<file path="config.mk">
export PLATFORM = sky130hd
export DESIGN_NAME = booth_digit_decoder
export DESIGN_NICKNAME = d
export VERILOG_FILES = /design/src/rtl/booth_digit_decoder.sv
export SDC_FILE = /design/constraint.sdc
export NUM_CORES = 1
export LEC_CHECK = 0
export ABC_AREA = 1
export BUFFER_PORTS_ARGS = -buffer_cell sky130_fd_sc_hd__buf_2
export CAP_MARGIN = 0
export CORE_MARGIN = 3
export CORE_UTILIZATION = 30
export DETAILED_ROUTE_END_ITERATION = 6
export PLACE_DENSITY_LB_ADDON = 0.2
export SLEW_MARGIN = 20
export SYNTH_ARGS = -nofsm -noshare
export SYNTH_HDL_FRONTEND = slang
export SYNTH_SLANG_ARGS = --single-unit
</file>
<file path="constraint.sdc">
create_clock -name clk -period 2.9 [get_ports clk]
set_input_delay 0.58 -clock clk [delete_from_list [all_inputs] [get_ports clk]]
set_output_delay 0.58 -clock clk [all_outputs]
set_load 0.005 [all_outputs]
</file>
<file path="src/rtl/booth_digit_decoder.sv">
// booth_digit_decoder: rebuilds an N-bit two's-complement multiplier from its radix-16 Booth digit stream
// Optional macro BOOTH_DEC_OVF_CHECK_EN adds res_ovf_o (the final sum does not fit in N signed bits).
// Ports: clk, rst_n (async active-low), flush_i (sync abort),
//        dig_valid_i/dig_ready_o/dig_sel_i/dig_neg_i (digit stream, LSB digit first),
//        res_valid_o/res_ready_i/res_o[/res_ovf_o] (reconstructed multiplier).
package mul_pkg;
  typedef enum logic [3:0] {PP_0, PP_A, PP_2A, PP_3A, PP_4A, PP_5A, PP_6A, PP_7A, PP_8A} booth_sel_t;
endpackage

module booth_digit_decoder
  import mul_pkg::*;
#(
  parameter int N = 16
) (
  input  logic         clk,
  input  logic         rst_n,
  input  logic         flush_i,
  input  logic         dig_valid_i,
  output logic         dig_ready_o,
  input  booth_sel_t   dig_sel_i,
  input  logic         dig_neg_i,
  output logic         res_valid_o,
  input  logic         res_ready_i,
`ifdef BOOTH_DEC_OVF_CHECK_EN
  output logic         res_ovf_o,
`endif
  output logic [N-1:0] res_o
);
  localparam int NDIG = N / 4;
  localparam int CW = (NDIG > 1) ? $clog2(NDIG) : 1;
`ifdef BOOTH_DEC_OVF_CHECK_EN
  // one guard bit so an out-of-range digit sequence is still visible
  localparam int AW = N + 1;
`else
  localparam int AW = N;
`endif
  typedef enum logic {COLLECT, DONE} state_t;
  state_t r_state, w_next;
  logic [CW-1:0] r_cnt;
  logic signed [AW-1:0] r_acc, w_dig, w_sum;
  logic [3:0] w_mag;
  logic [N-1:0] r_res;
  logic w_last, w_take, w_hs;
  always_comb begin
    case (dig_sel_i)
      PP_A:    w_mag = 4'd1;
      PP_2A:   w_mag = 4'd2;
      PP_3A:   w_mag = 4'd3;
      PP_4A:   w_mag = 4'd4;
      PP_5A:   w_mag = 4'd5;
      PP_6A:   w_mag = 4'd6;
      PP_7A:   w_mag = 4'd7;
      PP_8A:   w_mag = 4'd8;
      default: w_mag = 4'd0;
    endcase
  end
  assign w_dig = dig_neg_i ? -{{(AW-4){1'b0}}, w_mag} : {{(AW-4){1'b0}}, w_mag};
  // digit i carries weight 16^i
  assign w_sum = r_acc + (w_dig <<< {r_cnt, 2'b00});
  assign w_last = r_cnt == CW'(NDIG - 1);
  assign dig_ready_o = r_state == COLLECT;
  assign res_valid_o = r_state == DONE;
  assign w_take = dig_ready_o & dig_valid_i & ~flush_i;
  assign w_hs = res_valid_o & res_ready_i & ~flush_i;
  assign res_o = r_res;
  always_comb begin
    w_next = r_state;
    if (flush_i) w_next = COLLECT;
    else if (r_state == COLLECT) w_next = (dig_valid_i && w_last) ? DONE : COLLECT;
    else w_next = res_ready_i ? COLLECT : DONE;
  end
  always_ff @(posedge clk or negedge rst_n) begin
    if (!rst_n) r_state <= COLLECT;
    else r_state <= w_next;
  end
  always_ff @(posedge clk or negedge rst_n) begin
    if (!rst_n) begin
      r_cnt <= '0;
      r_acc <= '0;
      r_res <= '0;
    end else if (flush_i || w_hs) begin
      r_cnt <= '0;
      r_acc <= '0;
    end else if (w_take) begin
      r_acc <= w_sum;
      r_cnt <= w_last ? '0 : r_cnt + 1'b1;
      if (w_last) r_res <= w_sum[N-1:0];
    end
  end
`ifdef BOOTH_DEC_OVF_CHECK_EN
  logic r_ovf;
  assign res_ovf_o = r_ovf;
  always_ff @(posedge clk or negedge rst_n) begin
    if (!rst_n) r_ovf <= 1'b0;
    else if (flush_i || w_hs) r_ovf <= 1'b0;
    else if (w_take && w_last) r_ovf <= w_sum[N] ^ w_sum[N-1];
  end
`endif
endmodule

</file>
==> summary.md <==
| Metric | Value |
|---|---|
| Synthesized Nets | `373` |
| Worst slew pin tran | `838 ps` |
| Unrepaired setup endpoints after global routing | `true` |
| Top fanout value on the critical path | `4` |
| Initial antenna violation count | `0` |
| Largest family of logic cells by synthesized area | `simple AND/OR/NAND/NOR gates` |
| Hold Fails Final Rpt | `0` |
| Remaining routing DRC violations | `0` |
| Die Y | `98.1 µm` |
| Vias in the first global route | `2431` |
| Filler Cell Count | `between 800 and 900` |
| Final Cell Area | `0.00324 mm²` |
| Startpoint Class | `primary input` |
| Layout cells sized above 1 | `29.4%` |
| Io pins | `28` |
| Sink Count | `35` |
| Post-Synth Adder-Cell Area | `slightly below 10%` |
| Clock-pin slew on the worst setup and hold paths | `70 ps` |
| Synth Register Bits | `35` |
| Clock Tree Root | `clkbuf_8` |
| Switching Share | `37.8%` |
| PD cells | `618 mW/mm²` |
| Status | `finished clean` |
| DRT iter0 DRCs | `around 110` |
| Xor and xnor area share after synthesis | `about 2.4%` |
| Endpoint class of the critical path | `flip-flop` |
| Leakage | `0.00179 µW` |
| Clock share of power | `20.0%` |
| Crit path max-delay family | `simple AND/OR/NAND/NOR gates` |
| Clk_lat worst skew | `290 ps` |
| Peak VDD IR | `0.220 mV` |
| CTS buffer count | `5` |
| DP Area | `between 0.003 and 0.004 mm²` |
| Largest stage delay, worst path | `350 ps` |
| Final non-filler cell total | `514` |
| Global route overflow | `0` |
| Crit Path Class | `in -> reg` |
| Flip-flop and latch area | `between 800 and 900 µm²` |
| CTS Hold Buffers Added | `0` |
| Internal power | `between 1000 and 1500 µW` |
| Pre-antenna DRT Iters | `4` |
| Synth Area in Simple Gates | `35.3%` |
| Synth warn | `0` |
| Buf+Inv Stages, Crit Path | `3` |
| Fin nets | `440` |
| Combinational Power Share | `46.5%` |
| Max cap viols | `0` |
| CTS tree | `built` |
| Input/output buffers | `27` |
| FF-to-FF path depth | `12` |
| Syn Inst Count | `around 340` |
| Pin count of the biggest net entering global routing | `36` |
| Drt wl/cell | `12.9 µm` |
| Top cells by area, synth | `dfrtp_1, nand2_1, ha_1` |
| Vias | `around 2400` |
| Gr usage total | `between 10% and 20%` |
| Rel. slew slack | `44.1%` |
| Slew Viols, Final | `0` |
| Syn avg cell area | `7.40 µm²` |
| WP data required | `between 3000 and 4000 ps` |
| Number of diodes | `0` |
| Post-DP HPWL | `4.91 mm` |
| Post-synth EDFFs | `0` |
| Worst Skew | `4.05 ps` |
| R2r endpoint | `res_o[8]` |
| Placeable core region | `0.00797 mm²` |
| Die Wd | `~98 µm` |
| P&R area growth vs syn | `27.5%` |
| Row count | `32` |
| Top FF cell, synth | `dfrtp_1` |
| Synth top area share | `34.4%` |
| Critical-path cell list | `buf_2, nor2_2, nand3_2, ha_1, or2_4, nand3_2, a21oi_1, ha_1, buf_4, nand2_1, o21ai_2, a21oi_1, inv_1, or2_1, nand3_1, nand2_1` |
| Ys async rst share | `100%` |
| FF-to-FF Start | `r_cnt[0]` |
| Worst R2R Setup Slack | `440 ps` |
| Arrival @ worst endpoint | `a little under 3000 ps` |
| Post-synthesis mux area share | `0%` |
| RD Place Congestion | `between 0.9 and 1` |
| Synth unique cells | `37` |
| Compound-Gate Fraction of Synth Area | `11.0%` |
| First-pass GRT wire length | `around 12 mm` |
| Fmax | `0.368 GHz` |
| H-tree Lvls | `2` |
| Mapped cell area | `roughly 0.0025 mm²` |
| Clock Path Buffers | `2` |
| Final setup fails | `0` |
| # placed instances | `505` |
| Final wirelength | `6.64 mm` |
| Number of routed nets with antenna violations | `0` |
| Minimum clock period | `2710 ps` |
| Post-synth top area cell | `dfrtp_1` |
| Multi-input logic area | `roughly 0.0016 mm²` |
| Seq/Total Area, Yosys | `34.4%` |
| Avg Vias per Cell | `4.68` |
| Starting Density | `31.9%` |
| CP max-delay cell | `ha_1` |
| Sequential Power Share | `33.4%` |
| Sw power | `between 700 and 800 µW` |
| Final Cycle Share | `93.6%` |
| Die area | `0.00962 mm²` |
| Worst min path class | `in -> async` |
==> layout by cell type (no fill, tap or decap), types with 3 or more instances in the layout <==
cell      synthesis  routed
o21ai_1          11      11
xnor2_1           4       3
inv_2             5       6
buf_2             1      27
nor2_1           22      17
ha_1             18      17
clkbuf_8          0       7
nor3_2            2       3
nand3b_1          3       3
nand3_1          33      31
nand4_1           3       3
inv_1            32      31
or2_1             3       3
nand2_2           4       6
o21ai_0          12      10
nand3_2           5       7
dfrtp_1          35      35
a21oi_1          16      12
nand2_1         104     102
buf_4             3      40
nor2_2            2       7
a21oi_2           3       7
==> synth_stat cells, drive strengths merged (2+ instances only) <==
cell / instances
a21o: 2
a21oi: 19
a31oi: 2
buf: 5
clkbuf: 2
dfrtp: 35
ha: 18
inv: 37
nand2: 109
nand3: 39
nand3b: 3
nand4: 3
nor2: 27
nor3: 3
o21ai: 23
o21bai: 2
or2: 4
xnor2: 4
xor2: 3
==> per-layer routing <==
layer / track usage, % / share of wire [%] / up-vias
li1: - / - / 1256
met1: 21.3 / 49 / 1091
met2: 22.0 / 45 / 50
met3: 2.71 / 5.0 / 8
met4: 5.75 / 1.6 / 0
met5: 0 / 0 / -
==> cell type report <==
class | instances | area share (%)
clock buffer | 8 | 3.09
sequential | 35 | 27.0
timing repair buffer | 67 | 13.4
tap | 102 | 3.93
inverter | 37 | 4.28
multi-input combinational | 265 | 48.3
==> registers in the layout, indices dropped and copies added, names as in the netlist <==
| name | flops |
|---|---|
| r_acc | 16 |
| r_cnt | 2 |
| res_o | 16 |
| res_valid_o | 1 |
==> per-stage QoR <==
step / worst slack [ps] / setup TNS [ps] / power, µW / hold WS, ps / utilization, %
CTS: 16.0 / 0 / 1980 / 421 / 39.6
finish: 186 / 0 / 2000 / 391 / 40.7
floorplan: 205 / 0 / 1190 / 284 / -
global route: -18.1 / -24.2 / 2190 / 449 / 40.7
global placement: -283 / -2550 / 1560 / 460 / 38.3
detailed placement: -278 / -2920 / 1560 / 460 / 38.3
==> kinds of logic (layout without fill, tap and decap cells) <==
logic type,Yosys count,in the layout
adder cells (fa/ha/maj),19,19
buffers and inverters,44,112
AND/OR/NAND/NOR,189,189
AO/OA/AOI/OAI,50,50
flip-flops,35,35
XOR/XNOR,7,7
==> power by group through the flow <==
stage,combinational (µW),clock (µW),sequential (µW)
final,933,402,670
after global placement,879,0,677
after CTS,889,420,670
after floorplan,519,0,675
after global routing,1060,448,686
after detailed placement,883,0,677
==> timing repair <==
| item | 4_1_cts | 5_1_grt |
|---|---|---|
| resized for setup | 0 | 23 |
| setup buffers | 0 | 1 |
| setup endpoints to repair | 0 | 20 |
==> how the worst max path moves through the flow <==
stage	from	endpoint	slack (ps)	cells past startpoint
6_report	dig_sel_i[0]	res_o[8]	190	16
5_1_grt	dig_sel_i[0]	res_o[8]	-20	16
4_1_cts	dig_sel_i[3]	res_o[10]	20	18
3_5_place_dp	dig_sel_i[3]	r_acc[10]	-280	18
3_3_place_gp	dig_sel_i[3]	res_o[10]	-280	18
2_1_floorplan	dig_sel_i[0]	r_acc[8]	210	14
No activity file was read; power rests on OpenSTA's default activity.
